==> config.mk <==
export PLATFORM = sky130hd
export DESIGN_NAME = seg_disp_sched
export DESIGN_NICKNAME = d
export VERILOG_FILES = /design/src/rtl/seg_disp_pkg.sv /design/src/rtl/seg_disp_sched_rr_arbiter.sv /design/src/rtl/seg_disp_sched.sv
export SDC_FILE = /design/constraint.sdc
export NUM_CORES = 1
export LEC_CHECK = 0
export ABC_AREA = 1
export BUFFER_PORTS_ARGS = -buffer_cell sky130_fd_sc_hd__buf_2
export CELL_PAD_IN_SITES_DETAIL_PLACEMENT = 0
export CELL_PAD_IN_SITES_GLOBAL_PLACEMENT = 2
export CORE_MARGIN = 2
export CORE_UTILIZATION = 27
export CTS_CLUSTER_DIAMETER = 100
export DETAILED_ROUTE_END_ITERATION = 6
export GPL_TIMING_DRIVEN = 0
export PLACE_DENSITY_LB_ADDON = 0.1
export REMOVE_ABC_BUFFERS = 1
export SYNTH_ARGS = -nofsm -noshare
export SYNTH_HDL_FRONTEND = slang
export SYNTH_SLANG_ARGS = --single-unit
==> constraint.sdc <==
create_clock -name clk -period 4.7 [get_ports clk]
set_clock_uncertainty 0.2 [all_clocks]
set_input_delay 0.235 -clock clk [delete_from_list [all_inputs] [get_ports clk]]
set_output_delay 0.235 -clock clk [all_outputs]
set_load 0.01 [all_outputs]
==> src/rtl/seg_disp_pkg.sv <==
// Shared definitions for the seven-segment display scheduler.
//   state_e       : frame sequencing states of the scheduler FSM
//   BLANK_PTS/LES : driver masks that leave every digit and point dark
//   onehot_to_idx : encodes a one-hot grant (up to 8 sources) to an index
package seg_disp_pkg;

  typedef enum logic [2:0] {
    IDLE      = 3'd0,
    ARB       = 3'd1,
    LOAD      = 3'd2,
    START     = 3'd3,
    WAIT_RISE = 3'd4,
    WAIT_FALL = 3'd5
  } state_e;

  localparam logic [7:0] BLANK_PTS = 8'hFF;
  localparam logic [7:0] BLANK_LES = 8'hFF;

  function automatic logic [2:0] onehot_to_idx(input logic [7:0] oh);
    logic [2:0] idx;
    idx = '0;
    for (int unsigned i = 0; i < 8; i++) begin
      if (oh[i]) idx = 3'(i);
    end
    return idx;
  endfunction

endpackage

==> src/rtl/seg_disp_sched_rr_arbiter.sv <==
// Combinational round-robin picker.
//   req   : request vector, bit 0 = lowest index
//   last  : index of the previous winner; the search starts just after it
//   next  : one-hot winner (all-zero when no request)
//   valid : at least one request is high
module rr_arbiter
  import seg_disp_pkg::*;
#(
  parameter int unsigned NUM_SRC = 4,
  localparam int unsigned SEL_W  = $clog2(NUM_SRC)
) (
  input  logic [NUM_SRC-1:0] req,
  input  logic [SEL_W-1:0]   last,
  output logic [NUM_SRC-1:0] next,
  output logic               valid
);

  logic [SEL_W-1:0] idx;

  always_comb begin
    next  = '0;
    valid = 1'b0;
    idx   = '0;
    // Offsets 1..NUM_SRC so that 'last' itself is considered only after
    // every other source has been passed over.
    for (int unsigned off = 1; off <= NUM_SRC; off++) begin
      idx = SEL_W'((32'(last) + off) % NUM_SRC);
      if (!valid && req[idx]) begin
        next[idx] = 1'b1;
        valid     = 1'b1;
      end
    end
  end

endmodule

==> src/rtl/seg_disp_sched.sv <==
// Shares one serial 8-digit seven-segment driver among NUM_SRC requesters.
//   clk, rst        : clock, asynchronous active-high reset
//   src_req         : level request per source
//   src_hex/src_pts : packed per-source digits (32b) and point masks (8b)
//   drv_busy        : driver is shifting a frame
//   disp_hexs/points/les : frame data held stable from LOAD to next LOAD
//   disp_start      : one-cycle frame start pulse
//   src_grant/cur_src : one-hot owner and its index
module seg_disp_sched
  import seg_disp_pkg::*;
#(
  parameter int unsigned NUM_SRC        = 4,
  parameter int unsigned REFRESH_CYCLES = 1048576,
  parameter int unsigned DWELL_FRAMES   = 64,
  parameter int unsigned BUSY_TIMEOUT   = 16,
  localparam int unsigned SEL_W         = $clog2(NUM_SRC)
) (
  input  logic                  clk,
  input  logic                  rst,
  input  logic [NUM_SRC-1:0]    src_req,
  input  logic [32*NUM_SRC-1:0] src_hex,
  input  logic [8*NUM_SRC-1:0]  src_pts,
  input  logic                  drv_busy,
  output logic [31:0]           disp_hexs,
  output logic [7:0]            disp_points,
  output logic [7:0]            disp_les,
  output logic                  disp_start,
  output logic [NUM_SRC-1:0]    src_grant,
  output logic [SEL_W-1:0]      cur_src
);

  localparam int unsigned TMR_W = $clog2(REFRESH_CYCLES);
  localparam int unsigned DW_W  = $clog2(DWELL_FRAMES + 1);
  localparam int unsigned TO_W  = $clog2(BUSY_TIMEOUT + 1);
  localparam logic [TMR_W-1:0] TMR_LAST = TMR_W'(REFRESH_CYCLES - 1);
  localparam logic [DW_W-1:0]  DW_MAX   = DW_W'(DWELL_FRAMES);
  localparam logic [TO_W-1:0]  TO_LAST  = TO_W'(BUSY_TIMEOUT - 1);
  localparam logic [SEL_W-1:0] SEL_TOP  = SEL_W'(NUM_SRC - 1);

  state_e             state_q, state_d;
  logic [TMR_W-1:0]   tmr_q, tmr_d;
  logic               pend_q, pend_d;
  logic [DW_W-1:0]    dwell_q, dwell_d;
  logic [TO_W-1:0]    to_q, to_d;
  logic [NUM_SRC-1:0] grant_q, grant_d;
  logic [SEL_W-1:0]   cur_q, cur_d;
  logic [31:0]        hexs_q, hexs_d;
  logic [7:0]         pts_q, pts_d;
  logic [7:0]         les_q, les_d;
  logic               start_q, start_d;

  logic               due, have_owner, others, keep;
  logic [SEL_W-1:0]   arb_last;
  logic [NUM_SRC-1:0] arb_next;
  logic               arb_valid;

  assign due        = (tmr_q == TMR_LAST);
  assign have_owner = |grant_q;
  assign others     = |(src_req & ~grant_q);
  assign keep       = have_owner && src_req[cur_q] && ((dwell_q < DW_MAX) || !others);

  // With no owner the rr pointer itself is the first candidate, so the
  // search is started from the index just before it.
  always_comb begin
    arb_last = cur_q;
    if (!have_owner) arb_last = (cur_q == '0) ? SEL_TOP : cur_q - 1'b1;
  end

  rr_arbiter #(.NUM_SRC(NUM_SRC)) u_arb (
    .req   (src_req),
    .last  (arb_last),
    .next  (arb_next),
    .valid (arb_valid)
  );

  always_comb begin
    state_d = state_q;
    tmr_d   = due ? '0 : tmr_q + 1'b1;
    pend_d  = pend_q | due;
    dwell_d = dwell_q;
    to_d    = to_q;
    grant_d = grant_q;
    cur_d   = cur_q;
    hexs_d  = hexs_q;
    pts_d   = pts_q;
    les_d   = les_q;
    start_d = 1'b0;
    case (state_q)
      IDLE: if (pend_q) begin
        pend_d  = due;
        state_d = ARB;
      end
      ARB: begin
        state_d = LOAD;
        if (!keep) begin
          dwell_d = '0;
          grant_d = arb_next;
          if (arb_valid) cur_d = SEL_W'(onehot_to_idx(8'(arb_next)));
        end
      end
      LOAD: begin
        state_d = START;
        if (have_owner) begin
          hexs_d = src_hex[32*cur_q +: 32];
          pts_d  = src_pts[8*cur_q +: 8];
          les_d  = '0;
        end else begin
          hexs_d = '0;
          pts_d  = BLANK_PTS;
          les_d  = BLANK_LES;
        end
      end
      START: if (!drv_busy) begin
        start_d = 1'b1;
        to_d    = '0;
        state_d = WAIT_RISE;
        if (have_owner && dwell_q != DW_MAX) dwell_d = dwell_q + 1'b1;
      end
      WAIT_RISE: begin
        if (drv_busy)            state_d = WAIT_FALL;
        else if (to_q == TO_LAST) state_d = IDLE;
        else                     to_d = to_q + 1'b1;
      end
      WAIT_FALL: if (!drv_busy) state_d = IDLE;
      default: state_d = IDLE;
    endcase
  end

  always_ff @(posedge clk or posedge rst) begin
    if (rst) begin
      state_q <= IDLE;
      tmr_q   <= '0;
      pend_q  <= 1'b0;
      dwell_q <= '0;
      to_q    <= '0;
      grant_q <= '0;
      cur_q   <= '0;
      hexs_q  <= '0;
      pts_q   <= BLANK_PTS;
      les_q   <= BLANK_LES;
      start_q <= 1'b0;
    end else begin
      state_q <= state_d;
      tmr_q   <= tmr_d;
      pend_q  <= pend_d;
      dwell_q <= dwell_d;
      to_q    <= to_d;
      grant_q <= grant_d;
      cur_q   <= cur_d;
      hexs_q  <= hexs_d;
      pts_q   <= pts_d;
      les_q   <= les_d;
      start_q <= start_d;
    end
  end

  assign disp_hexs   = hexs_q;
  assign disp_points = pts_q;
  assign disp_les    = les_q;
  assign disp_start  = start_q;
  assign src_grant   = grant_q;
  assign cur_src     = cur_q;

endmodule

After elaboration in Yosys (flattened, before gate mapping)
Index checks and enable logic that the tools add are counted.
{"block": "op_classes", "shifts": 2, "n_reduce_logical": 26, "muxes": 53, "magnitude_cmp": 10, "add_sub_neg": 8, "bitwise": 7, "eq_ne": 16}
{"cell": "$shiftx A128 B8 Y32", "n": 1}
{"cell": "$mux W32", "n": 1}
{"cell": "$shiftx A32 B6 Y8", "n": 1}
{"cell": "$mux W7", "n": 3}
{"cell": "$add A20 B1 Y20 const B", "n": 1}
{"cell": "$eq A20 B20 Y1 const B", "n": 1}
{"cell": "$mux W20", "n": 1}
{"cell": "$mux W1", "n": 18}
{"cell": "$pmux W3 S6", "n": 1}
{"cell": "$mux W4", "n": 4}
{"cell": "$mux W8", "n": 2}
{"cell": "$lt A2 B3 Y1 const B", "n": 5}
{"cell": "$mux W3", "n": 5}
{"cell": "$mux W5", "n": 3}
{"cell": "$ne A2 B2 Y1 const B", "n": 7}
{"cell": "$pmux W7 S2", "n": 1}
{"cell": "$or A4 B4 Y4", "n": 3}
{"cell": "$reduce_and A4 Y1", "n": 3}
{"cell": "$bmux W1 S2", "n": 5}
{"cell": "$logic_and A1 B1 Y1", "n": 10}
{"cell": "$pmux W5 S2", "n": 1}
{"cell": "$demux W1 S2", "n": 4}
{"cell": "$ge A2 B1 Y1 const B", "n": 4}
{"cell": "$mux W2", "n": 4}
{"cell": "24 further kinds", "n": 33}
{"block": "totals", "reg_bits": 91, "word_cells": 133, "output_inout_bits": 55, "in_bits": 167}

Longest topological paths before layout
Gate-level depths: netlist of the first run.
{"block": "depth", "word_depth": 19, "mapped_depth": 19, "depth_no_buf": 16}

By module
From an unflattened synthesis of the first run, not the netlist that was laid out.
{"block": "unflattened", "cells_unflattened": 723, "area_unflattened_um2": 5375.2}
{"module": "seg_disp_sched", "instances": 1, "area_per_inst_um2": 4923.5, "seq_area_each_um2": 2113.3, "cells_each": 643}
{"module": "rr_arbiter", "instances": 1, "area_per_inst_um2": 451.7, "seq_area_each_um2": 0.0, "cells_each": 80}

Worst setup path before layout of the first run
No wires, ideal clock.
{"block": "synth_timing", "path_type": "reg-to-reg", "from": "register cur_q[0], in the netlist cur_src[0]", "to": "register cur_q[0], in the netlist cur_src[0]", "arrival_ns": 2.577, "required_time_ns": 4.423, "stages_incl_launch_ff": 17, "slack_ns": 1.846, "setup_time_ns": 0.077, "path_buffers": 3, "period_less_slack_ns": 2.854, "path_cell_list": "dfrtp_1 -> buf_4 -> inv_2 -> buf_4 -> clkbuf_1 -> ha_1 -> o21ai_4 -> ha_1 -> inv_1 -> nand3_1 -> nand2_1 -> inv_1 -> nand3_1 -> nor2_1 -> nor2_2 -> nand2_1 -> a21oi_1"}
{"block": "synth_between", "elab_chain_cells": 19, "elab_cells_between_ends": 62, "cone_classes": "5 x add/sub; 8 x order compare; 31 x mux; 4 x bitwise; 14 x reduce/logical"}
{"item": "from (decl)", "line_no": "seg_disp_sched.sv:46", "source": "logic [SEL_W-1:0] cur_q, cur_d;"}
{"item": "from (signal assigned)", "line_no": "seg_disp_sched.sv:149", "source": "cur_q <= cur_d;"}
{"item": "parallel branches: the longest is 19 deep, another holds $lt A2 B3 Y1"}
Parallel ways; which one is timed is not known. The select of a mux whose other input is x is not followed.
A chain may end at the register's enable or synchronous reset.

Worst setup path in the final report of the first run
{"block": "layout_timing", "from": "register cur_q[1], in the netlist cur_src[1]", "to": "register cur_q[0], in the netlist cur_src[0]"}
The elaborated chain is that of the path after synthesis.

==> results of run 1 <==
[cell usage after synthesis (7+ instances only)]
library cell,number
nand3_1,38
dfstp_2,9
o21ai_0,91
o22ai_1,34
nand4_1,8
a31oi_1,13
a22o_1,32
ha_1,10
buf_4,11
dfrtp_1,75
xor2_1,11
nor2_1,154
clkbuf_1,28
inv_1,45
a21oi_1,7
nand2_1,58
[per-layer routing]
layer	routed length [µm]	vias up	share of wire [%]	track usage (%)
met5	0	-	0	0
met4	178	0	0.98	4.55
met3	940	12	5.2	3.91
met2	9550	154	52	34.7
met1	7560	2609	41	20.6
li1	-	2765	-	-
[cells in the final DEF, fill, tap and decap left out, types with 2 or more instances in the layout]
| master | n |
|---|---|
| bufinv_16 | 3 |
| clkbuf_16 | 9 |
| ha_1 | 10 |
| nand3_1 | 38 |
| a31oi_1 | 13 |
| nand2_2 | 3 |
| xnor2_1 | 6 |
| nor2_1 | 153 |
| nand3_2 | 6 |
| dfrtp_1 | 73 |
| dlygate4sd3_1 | 9 |
| nand2_4 | 5 |
| nand4_1 | 8 |
| nor2_4 | 4 |
| buf_2 | 221 |
| clkbuf_8 | 2 |
| o31ai_1 | 4 |
| o21ai_0 | 91 |
| o21ai_1 | 6 |
| nand3b_1 | 3 |
| inv_1 | 44 |
| dfstp_2 | 9 |
| a22o_1 | 32 |
| nor3_1 | 6 |
| inv_2 | 3 |
| o22ai_1 | 34 |
| nor2_2 | 4 |
| clkinv_1 | 2 |
| nand2_1 | 58 |
| clkinv_4 | 2 |
| a21oi_1 | 7 |
| buf_16 | 2 |
| xor2_1 | 11 |
[report_power, final]
part           total, µW  switching (µW)  internal [µW]
Clock                859             308            551
Combinational       2430            1500            931
Sequential          1270             312            958
[area by class of cell]
| class | instances | area, µm² | area share, % |
|---|---|---|---|
| multi-input cells | 514 | 2810 | 39.7 |
| repair buffers | 233 | 1270 | 17.9 |
| well taps | 265 | 332 | 4.68 |
| clock inverters | 5 | 108 | 1.52 |
| inverters | 51 | 195 | 2.75 |
| flip-flops and latches | 84 | 2120 | 29.9 |
| clock buffers | 11 | 253 | 3.57 |
[path summary, 6_finish.rpt]
check / startpoint / endpoint
setup / recovery: cur_src[1] / cur_src[0]
hold / removal: src_pts[8] / disp_points[0]
setup reg to reg: cur_src[1] / cur_src[0]
hold reg to reg: tmr_q[0] / tmr_q[0]
max in group asynchronous: rst / disp_points[1]
min in group asynchronous: rst / tmr_q[12]
[sequential cells by signal (all words and copies together), names as in the netlist]
name	count
disp_points	8
cur_src	2
to_q	5
pend_q	1
state_q	3
disp_hexs	32
disp_start	1
src_grant	4
disp_les	1
tmr_q	20
dwell_q	7
[worst max-delay path: cells and delay by family, from the launching register on]
family,cells,cell delay (ns)
compound gates,1,0.12
fa+ha+maj,2,0.68
flops,1,0.97
simple gates,9,1.09
buf+inv,3,0.82
[kinds of logic (layout without fill, tap and decap cells)]
kind of cell               after synthesis  in the layout  share of synthesized area (%)
DFF                                     84             84                           39.8
AOI/OAI and AO/OA                      192            192                           22.1
xor gates and xnor gates                17             17                           2.80
adders and majority gates               10             10                           2.35
buffers and inverters                   94            300                           7.51
and+or+nand+nor                        295            295                           25.5
[metrics by stage]
step / util, % / TNS (ns) / hold slack [ns] / cell area [µm²] / power, µW
detailed placement: 34.1 / 0 / 0.0315 / 6610 / 3710
finish: 36.5 / 0 / 0.00628 / 7090 / 4560
global route: 36.5 / 0 / 0.0255 / 7090 / 4990
floorplan: - / 0 / 0.147 / 5110 / 2850
CTS: 36.4 / 0 / 0.00117 / 7060 / 4600
global placement: 33.7 / -16.65 / 0.248 / 6550 / 3680
[what timing repair did]
item	4_1_cts	5_1_grt
endpoints found under the hold margin	28	0
resized for setup	0	0
setup endpoints to repair	0	0
hold buffers	9	0
==> summary.md, run 1 <==
| Metric | Value |
|---|---|
| Status | completed |
| Pins Over Slew Limit | 0 |
| R2r worst-path depth | 15 |
| Core area | 19,400 µm² |
| Clk Latency, worst-skew pair | 0.34 ns |
| Yosys top cell area share | 35.3% |
| Root buf cell | clkbuf_16 |
| Fill cells | 2,125 |
| CTS Buffer Depth | 2 |
| Setup WS post-layout | 0.720 ns |
| Flop-to-flop setup slack | 0.72 ns |
| CTS Buf Count | 9 |
| Top FF cell, synth | dfrtp_1 |
| Crit-path cells | inv_2 -> ha_1 -> nor2_2 -> nand3_4 -> nand2_4 -> ha_1 -> inv_1 -> nand3_1 -> nand2_1 -> inv_1 -> nand3_1 -> nor2_1 -> nor2_2 -> nand2_1 -> a21oi_1 |
| Vias in the first global route | 5,787 |
| VDD IR max | 0.212 mV |
| 1st-iter DRT viols | 236 |
| Global-route wire length before repair | 29,400 µm |
| Slowest cell on the critical path | dfrtp_2 |
| Critical Path Source Type | register |
| Largest net degree at the start of global routing | 90 |
| Row count | 51 |
| Die height | 144 µm |
| Top cells by area, synth | dfrtp_1, nor2_1, o21ai_0 |
| Layout Cells excl Fill | 1,163 |
| Port bufs | 221 |
| Pre-CTS WS | 0.279 ns |
| Final GP Congestion | 0.780 |
| Antenna Cells | 0 |
| Layout cells sized above 1 | 31.8% |
| Worst endpoint required time | 4.77 ns |
| Delay of the slowest critical-path stage | 0.97 ns |
| Synthesis Warnings | 0 |
| Synth area leader | dfrtp_1 |
| RSZ-0062 raised after global routing | no |
| Worst-path clk slew | 0.06 ns |
| Fin crit period | 3.98 ns |
| Post-DRT Antenna Nets | 0 |
| Hold Vio Cnt, Final | 0 |
| Starting density of the core | 27.4% |
| Maxcap violations | 0 |
| Final #Nets | 1,070 |
| Critical Path End Type | register |
| Tcrit/Tclk final | 84.7% |
| Syn Area/Cell | 7.68 µm² |
| Total Wirelength | 18,200 µm |
| Seq/Total Area, Yosys | 39.8% |
| Synthesized netlist cell count | 692 |
| Fmax | 0.251 GHz |
| Pleak | 0.00343 µW |
| EDFF count, synth | 0 |
| DIE AREA | 20,800 µm² |
| Netlist cell types | 41 |
| Register bit count reported by yosys | 84 |
| Routed len/inst | 15.7 µm |
| Area grow syn2layout | 33.3% |
| Via count | 5,540 |
| Cells after DPL | 1,137 |
| DP HPWL | 13,200 µm |
| WP data arrival | 4.05 ns |
| CTS H-tree depth | 3 |
| Slew headroom | 39.2% |
| Grt ovf | 0 |
| DRC | 0 |
| Hold depth | 3 |
| Power per cell area | 643 nW/µm² |
| Synthesized area | 5320 µm² |
| Initial antenna violation count | 0 |
| Clock sinks | 84 |
| Boundary Pins | 222 |
| Die width | 144 µm |
| Post-synth ARST share | 100% |
| Worst setup path class | register to register |
| Hold WC Path Type | input port to register |
| Number of post-CTS setup repair buffers | 0 |
| Drt first pass iters | 4 |
| # setup viols final | 0 |
| Worst-Margin Slew | 0.913 ns |
| Crit path max fanout | 45 |
| GR Util All Layers | 18.3% |
| CTS tree | yes |
| Vias/cell | 4.76 |
(Power assumes the default switching activity.)
==> run 2: changes to the inputs <==
Settings changed: ABC_AREA 1 to 0, CORE_UTILIZATION 27 to 26.
Clock period 4.7 ns to 3.23 ns, I/O delays scaled along.
==> summary.md, run 2 <==
| Metric | Value |
|---|---|
| Post-synth ARST share | 100% (unchanged) |
| CTS Buf Count | 9 (unchanged) |
| Fin area | 6870 µm² (was 7090 µm²) |
| Setup WS post-layout | 0.0831 ns (was 0.720 ns) |
| Top FF cell, synth | dfrtp_1 (unchanged) |
| Global-route wire length before repair | 25,700 µm (was 29,400 µm) |
| Hold wc startpoint | src_hex[73] (was src_pts[8]) |
| WP data arrival | 3.17 ns (was 4.05 ns) |
| Tcrit/Tclk final | 97.4% (was 84.7%) |
| Synth area leader | dfrtp_1 (unchanged) |
| Top cells by area, synth | dfrtp_1, mux4_2, a22o_1 (was dfrtp_1, nor2_1, o21ai_0) |
| EDFF count, synth | 0 (unchanged) |
| Slew headroom | 35.7% (was 39.2%) |
| Routed len/inst | 19.2 µm (was 15.7 µm) |
| Grt ovf | 0 (unchanged) |
| Power per cell area | 994 nW/µm² (was 643 nW/µm²) |
| Clock sinks | 84 (unchanged) |
| Clk Latency, worst-skew pair | 0.34 ns (about the same) |
| Fin crit period | 3.15 ns (was 3.98 ns) |
| R2r worst-path depth | 7 (was 15) |
| Yosys top cell area share | 38.1% (was 35.3%) |
| CTS Buffer Depth | 2 (unchanged) |
| Largest net degree at the start of global routing | 44 (was 90) |
| WHS Endpoint | disp_hexs[9] (was disp_points[0]) |
| Area grow syn2layout | 39.3% (was 33.3%) |
| CTS H-tree depth | 3 (unchanged) |
| Worst endpoint required time | 3.25 ns (was 4.77 ns) |
| Netlist cell types | 58 (was 41) |
| Via count | 4,317 (was 5,540) |
| Hold depth | 3 (unchanged) |
| Crit path max fanout | 7 (was 45) |
| Antenna Cells | 0 (unchanged) |
| Worst-Margin Slew | 0.965 ns (was 0.913 ns) |
| Reg2reg start | src_grant[1] (was cur_src[1]) |
| Layout cells sized above 1 | 51.5% (was 31.8%) |
| Critical Path End Type | register (unchanged) |
| Post-DRT Antenna Nets | 0 (unchanged) |
| CTS tree | yes (unchanged) |
| Die width | 142 µm (was 144 µm) |
| Status | completed (unchanged) |
| Row count | 50 (was 51) |
| Setup tns final | 0 ns (unchanged) |
| Synthesized netlist cell count | 410 (was 692) |
| Post-synth top cells | dfrtp_1, mux4_2, nor2_1, a22o_1, nand2_1 (was nor2_1, o21ai_0, dfrtp_1, nand2_1, inv_1) |
| Core area | 18,600 µm² (was 19,400 µm²) |
| Worst setup path class | register to register (unchanged) |
| Pre-CTS WS | -0.833 ns (was 0.279 ns) |
| Most frequent cells in the layout | buf_2, dfrtp_1, mux4_2 (was buf_2, nor2_1, o21ai_0) |
| Syn Area/Cell | 12.0 µm² (was 7.68 µm²) |
| Final #Nets | 807 (was 1,070) |
| Fmax | 0.318 GHz (was 0.251 GHz) |
| DP Area | 6240 µm² (was 6610 µm²) |
| Starting density of the core | 26.5% (was 27.4%) |
| Max reg flops | 32 (unchanged) |
| Hold Vio Cnt, Final | 0 (unchanged) |
| Seq/Total Area, Yosys | 42.8% (was 39.8%) |
| Pleak | 0.00323 µW (was 0.00343 µW) |
| Critical Path Source Type | register (unchanged) |
| GR Util All Layers | 16.8% (was 18.3%) |
| # setup viols final | 0 (unchanged) |
| Synthesized area | 4930 µm² (was 5320 µm²) |
| Synthesis Warnings | 0 (unchanged) |
| Register bit count reported by yosys | 84 (unchanged) |
| VDD IR max | 0.363 mV (was 0.212 mV) |
| Boundary Pins | 222 (unchanged) |
| Initial antenna violation count | 0 (unchanged) |
| Maxcap violations | 0 (unchanged) |
| Pins Over Slew Limit | 0 (unchanged) |
| Total Wirelength | 16,700 µm (was 18,200 µm) |
| Vias in the first global route | 4,524 (was 5,787) |
| R2R Path End | src_grant[1] (was cur_src[0]) |
| Commonest non-fill, non-tap cell in the layout | buf_2 (unchanged) |
| Worst hold margin | 0.0576 ns (was 0.00628 ns) |
| 1st-iter DRT viols | 193 (was 236) |
| Die height | 142 µm (was 144 µm) |
| Flop-to-flop setup slack | 0.08 ns (was 0.72 ns) |
| Hold WC Path Type | input port to register (unchanged) |
| Vias/cell | 4.97 (was 4.76) |
| DRC | 0 (unchanged) |
| Worst-path clk slew | 0.06 ns (about the same) |
| DP HPWL | 12,100 µm (was 13,200 µm) |
| Drt first pass iters | 4 (unchanged) |
| Port bufs | 221 (unchanged) |
| Most frequent cell after synthesis | dfrtp_1 (was nor2_1) |
| Final GP Congestion | 0.790 (was 0.780) |
| DIE AREA | 20,100 µm² (was 20,800 µm²) |
| Root buf cell | clkbuf_16 (unchanged) |
[run 2: cell types whose count changed after synthesis, sizes merged, moves of 10 or more]
cell / delta
clkbuf: -10
nand2: -42
nor2: -127
o21ai: -86
inv: -33
o22ai: -32
mux4: +43
nand3: -33
[run 2: routing by layer]
layer | share of wire [%] | GRT usage (%) | wire length (µm)
met5 | 0 | 0 | 0
met3 | 5.2 | 3.21 | 866
met2 | 50 | 29.1 | 8330
met4 | 1.1 | 4.58 | 181
met1 | 44 | 21.5 | 7340
[run 2: final cells by class]
type | count | area [µm²]
well taps | 234 | 293
inverters | 16 | 65.1
fillers | 1860 | 11800
repair buffers | 241 | 1370
multi-input cells | 278 | 2640
flip-flops and latches | 84 | 2120
clock buffers | 10 | 229
clock inverters | 6 | 159
[run 2: cell families after synthesis]
family / after synthesis / synth area share (%)
xor gates and xnor gates: 22 / 3.91
and+or+nand+nor: 111 / 11.3
AOI/OAI and AO/OA: 84 / 13.1
buffers and inverters: 48 / 4.72
DFF: 84 / 42.8
muxes: 51 / 21.5
adders and majority gates: 10 / 2.54
[run 2: what timing repair did]
item,CTS,global route
pin swaps,2,0
hold buffers,2,0
buffers inserted,13,1
gates cloned,0,1
endpoints found under the setup margin,13,3
resized for setup,4,2
hold endpoints to repair,39,0
[run 2: power by group]
part,switching [µW],internal [µW],leakage (µW)
Combinational,1930,1850,0.00198
Sequential,284,1420,0.00106
Clock,436,916,0.000187
Total,2650,4190,0.00323
[run 2: worst max-delay path, stage by stage, from the launching register on]
cell,delay [ns]
dfrtp_1,0.49
or4_4,0.62
o21ai_4,0.19
ha_1,0.30
mux4_2,0.42
mux2i_1,0.17
a221o_1,0.38
mux2_2,0.27
[run 2: worst max-delay path by stage]
stage | start | end | slack, ns | cells past startpoint
floorplan | cur_src[0] | src_grant[1] | -1.41 | 9
global placement | cur_src[0] | dwell_q[3] | -2.28 | 5
detailed placement | cur_src[0] | dwell_q[4] | -0.83 | 5
CTS | cur_src[1] | src_grant[1] | 0.09 | 10
global route | src_grant[3] | cur_src[0] | -0.004 | 8
finish | src_grant[1] | src_grant[1] | 0.08 | 7
[run 2: stage by stage]
step           power [µW]  utilization (%)  instances
3_5_place_dp         5070             33.5        836
3_3_place_gp         5110             33.0        833
5_1_grt              7300             36.9        869
4_1_cts              6840             36.6        867
6_report             6830             36.9        869
2_1_floorplan        3950                -        378
==> run 3: changes to the inputs <==
Settings changed: ABC_AREA 0 to 1, CORE_UTILIZATION 26 to 24.
==> summary.md, run 3 (same netlist as run 1, synthesis figures left out) <==
| Metric | Value |
|---|---|
| Largest net degree at the start of global routing | 84 (was 44) |
| Pre-CTS WS | -1.19 ns (was -0.833 ns) |
| Die width | 153 µm (was 142 µm) |
| Most Crowded Layer GR | met2 (unchanged) |
| Commonest non-fill, non-tap cell in the layout | buf_2 (unchanged) |
| Boundary Pins | 222 (unchanged) |
| Clock sinks | 84 (unchanged) |
| Grt ovf | 0 (unchanged) |
| Comb pwr share | 59.7% (was 55.3%) |
| Hold WC Path Type | input port to register (unchanged) |
| CTS H-tree depth | 3 (unchanged) |
| Drt first pass iters | 4 (unchanged) |
| Fmax | 0.336 GHz (was 0.318 GHz) |
| Global-route wire length before repair | 31,700 µm (was 25,700 µm) |
| CTS Buffer Depth | 2 (unchanged) |
| Core area | 21,800 µm² (was 18,600 µm²) |
| DP HPWL | 13,600 µm (was 12,100 µm) |
| CTS tree | yes (unchanged) |
| Fin crit period | 2.98 ns (was 3.15 ns) |
| Final #Nets | 1,105 (was 807) |
| Port bufs | 221 (unchanged) |
| Psw | 3260 µW (was 2650 µW) |
| R2r worst-path depth | 16 (was 7) |
| Row count | 54 (was 50) |
| Seq pwr share | 23.4% (was 25.0%) |
| GR Util All Layers | 17.0% (was 16.8%) |
| Worst setup path class | register to register (unchanged) |
| Vias in the first global route | 5,842 (was 4,524) |
| VDD IR max | 0.424 mV (was 0.363 mV) |
| Status | completed (unchanged) |
| Post-DRT Antenna Nets | 0 (unchanged) |
| Starting density of the core | 24.4% (was 26.5%) |
| Root buf cell | clkbuf_16 (unchanged) |
| Worst endpoint required time | 3.30 ns (was 3.25 ns) |
| Met3 Usage GRT | 4.56% (was 3.21%) |
| Hold wc startpoint | src_hex[9] (was src_hex[73]) |
| DRC | 0 (unchanged) |
| Fill cells | 2,343 (was 1,860) |
| Grt met2 use | 29.9% (was 29.1%) |
| Routed len/inst | 16.6 µm (was 19.2 µm) |
| Hold depth | 4 (was 3) |
| Worst-path clk slew | 0.07 ns (was 0.06 ns) |
| # setup viols final | 0 (unchanged) |
| Slew headroom | 49.5% (was 35.7%) |
| Setup WS post-layout | 0.253 ns (was 0.0831 ns) |
| Reg2reg start | cur_src[1] (was src_grant[1]) |
| Vias/cell | 4.74 (was 4.97) |
| Switching share of power | 46.8% (was 38.8%) |
| Pleak | 0.00357 µW (was 0.00323 µW) |
| Max reg flops | 32 (unchanged) |
| Design Power | 6970 µW (was 6830 µW) |
| Critical Path Source Type | register (unchanged) |
| Pins Over Slew Limit | 0 (unchanged) |
| Clk Latency, worst-skew pair | 0.34 ns (about the same) |
| Power per cell area | 932 nW/µm² (was 994 nW/µm²) |
| DIE AREA | 23,400 µm² (was 20,100 µm²) |
| RSZ-0062 raised after global routing | no |
| Crit path max fanout | 43 (was 7) |
| Hold Vio Cnt, Final | 0 (unchanged) |
| Worst-Margin Slew | 0.756 ns (was 0.965 ns) |
| Critical Path End Type | register (unchanged) |
| Internal | 3710 µW (was 4190 µW) |
| Final GP Congestion | 0.769 (was 0.790) |
| GR Layer Usage met1 | 20.6% (was 21.5%) |
| WP data arrival | 3.04 ns (was 3.17 ns) |
| Total Wirelength | 20,200 µm (was 16,700 µm) |
| 1st-iter DRT viols | 202 (was 193) |
| Maxcap violations | 0 (unchanged) |
| Layout cells sized above 1 | 31.5% (was 51.5%) |
| CP startpoint | cur_src[1] (was src_grant[1]) |
| Clock power share | 16.9% (was 19.8%) |
| Via count | 5,764 (was 4,317) |
| Initial antenna violation count | 2 (was 0) |
| Most frequent cells in the layout | buf_2, nor2_1, o21ai_0 (was buf_2, dfrtp_1, mux4_2) |
| Area grow syn2layout | 40.6% (was 39.3%) |
| Tcrit/Tclk final | 92.2% (was 97.4%) |
| Die height | 153 µm (was 142 µm) |
| CTS Buf Count | 9 (unchanged) |
## run 3: changes by cell type in the layout (fill, tap and decap cells not counted), sizes merged, moves of 7 or more
cell         change
o22a             -8
o22ai           +32
mux2i            -7
mux4            -43
nor2           +127
o21ai           +86
nand2           +42
nand3           +33
xnor2            -8
inv             +33
a31oi            +8
dlygate4sd3     +34
## run 3: power by group through the flow
stage | clock network [µW] | registers [µW] | logic (µW)
floorplan | 0 | 1870 | 2270
global placement | 0 | 1870 | 3520
CTS | 1220 | 1720 | 4070
detailed placement | 0 | 1820 | 3630
global route | 1260 | 1670 | 4650
finish | 1180 | 1630 | 4160
## run 3: final cells by class
| type | count | area, µm² | area share [%] |
|---|---|---|---|
| sequential | 84 | 2120 | 28.4 |
| timing repair buffer | 268 | 1630 | 21.8 |
| antenna | 2 | 5.00 | 0.0669 |
| tap | 280 | 350 | 4.69 |
| clock buffer | 11 | 253 | 3.38 |
| inverter | 51 | 223 | 2.98 |
| multi-input combinational | 514 | 2810 | 37.6 |
| clock inverter | 5 | 82.6 | 1.10 |
## run 3: routing by layer
metal	part of all wire, %	vias up
li1	-	2836
met1	43	2734
met2	49	181
met3	7.5	13
met4	0.73	0
met5	0	-
## run 3: per-stage QoR
step	hold WS [ns]	cell area, µm²	utilization (%)	cells	TNS (ns)
after floorplan	0.0738	5110	-	649	-11.05
after global routing	0.0319	7480	34.4	1215	0
after global placement	0.250	6570	30.2	1150	-137.09
final	0.0125	7480	34.4	1215	0
after detailed placement	-0.00206	6660	30.6	1153	-6.53
after CTS	0.00619	7430	34.2	1208	0
## run 3: path summary, 6_finish.rpt
path                                  end  slack (ns)
max                            cur_src[0]        0.25
min                          disp_hexs[9]        0.01
max reg2reg                    cur_src[0]        0.25
min reg2reg                      tmr_q[0]        0.27
max in group asynchronous  disp_points[1]        1.98
min in group asynchronous         to_q[4]        0.17
## run 3: timing repair
item | CTS | global route
setup buffers | 3 | 5
endpoints found under the setup margin | 6 | 5
hold endpoints to repair | 41 | 0
pin swaps | 0 | 1
cloned | 0 | 0
hold buffers | 36 | 0
resized for setup | 9 | 1
## run 3: critical path: stages (launching register included)
cell and delay [ns]:
dfrtp_4 0.51, buf_16 0.19, inv_16 0.17, ha_1 0.21
nor2_2 0.06, nand3_4 0.14, nand2_4 0.10, ha_1 0.35
inv_1 0.12, nand3_1 0.08, nand2_1 0.12, inv_1 0.09
nand3_1 0.11, nor2_1 0.06, nor2_2 0.17, nand2_1 0.08
a21oi_1 0.12
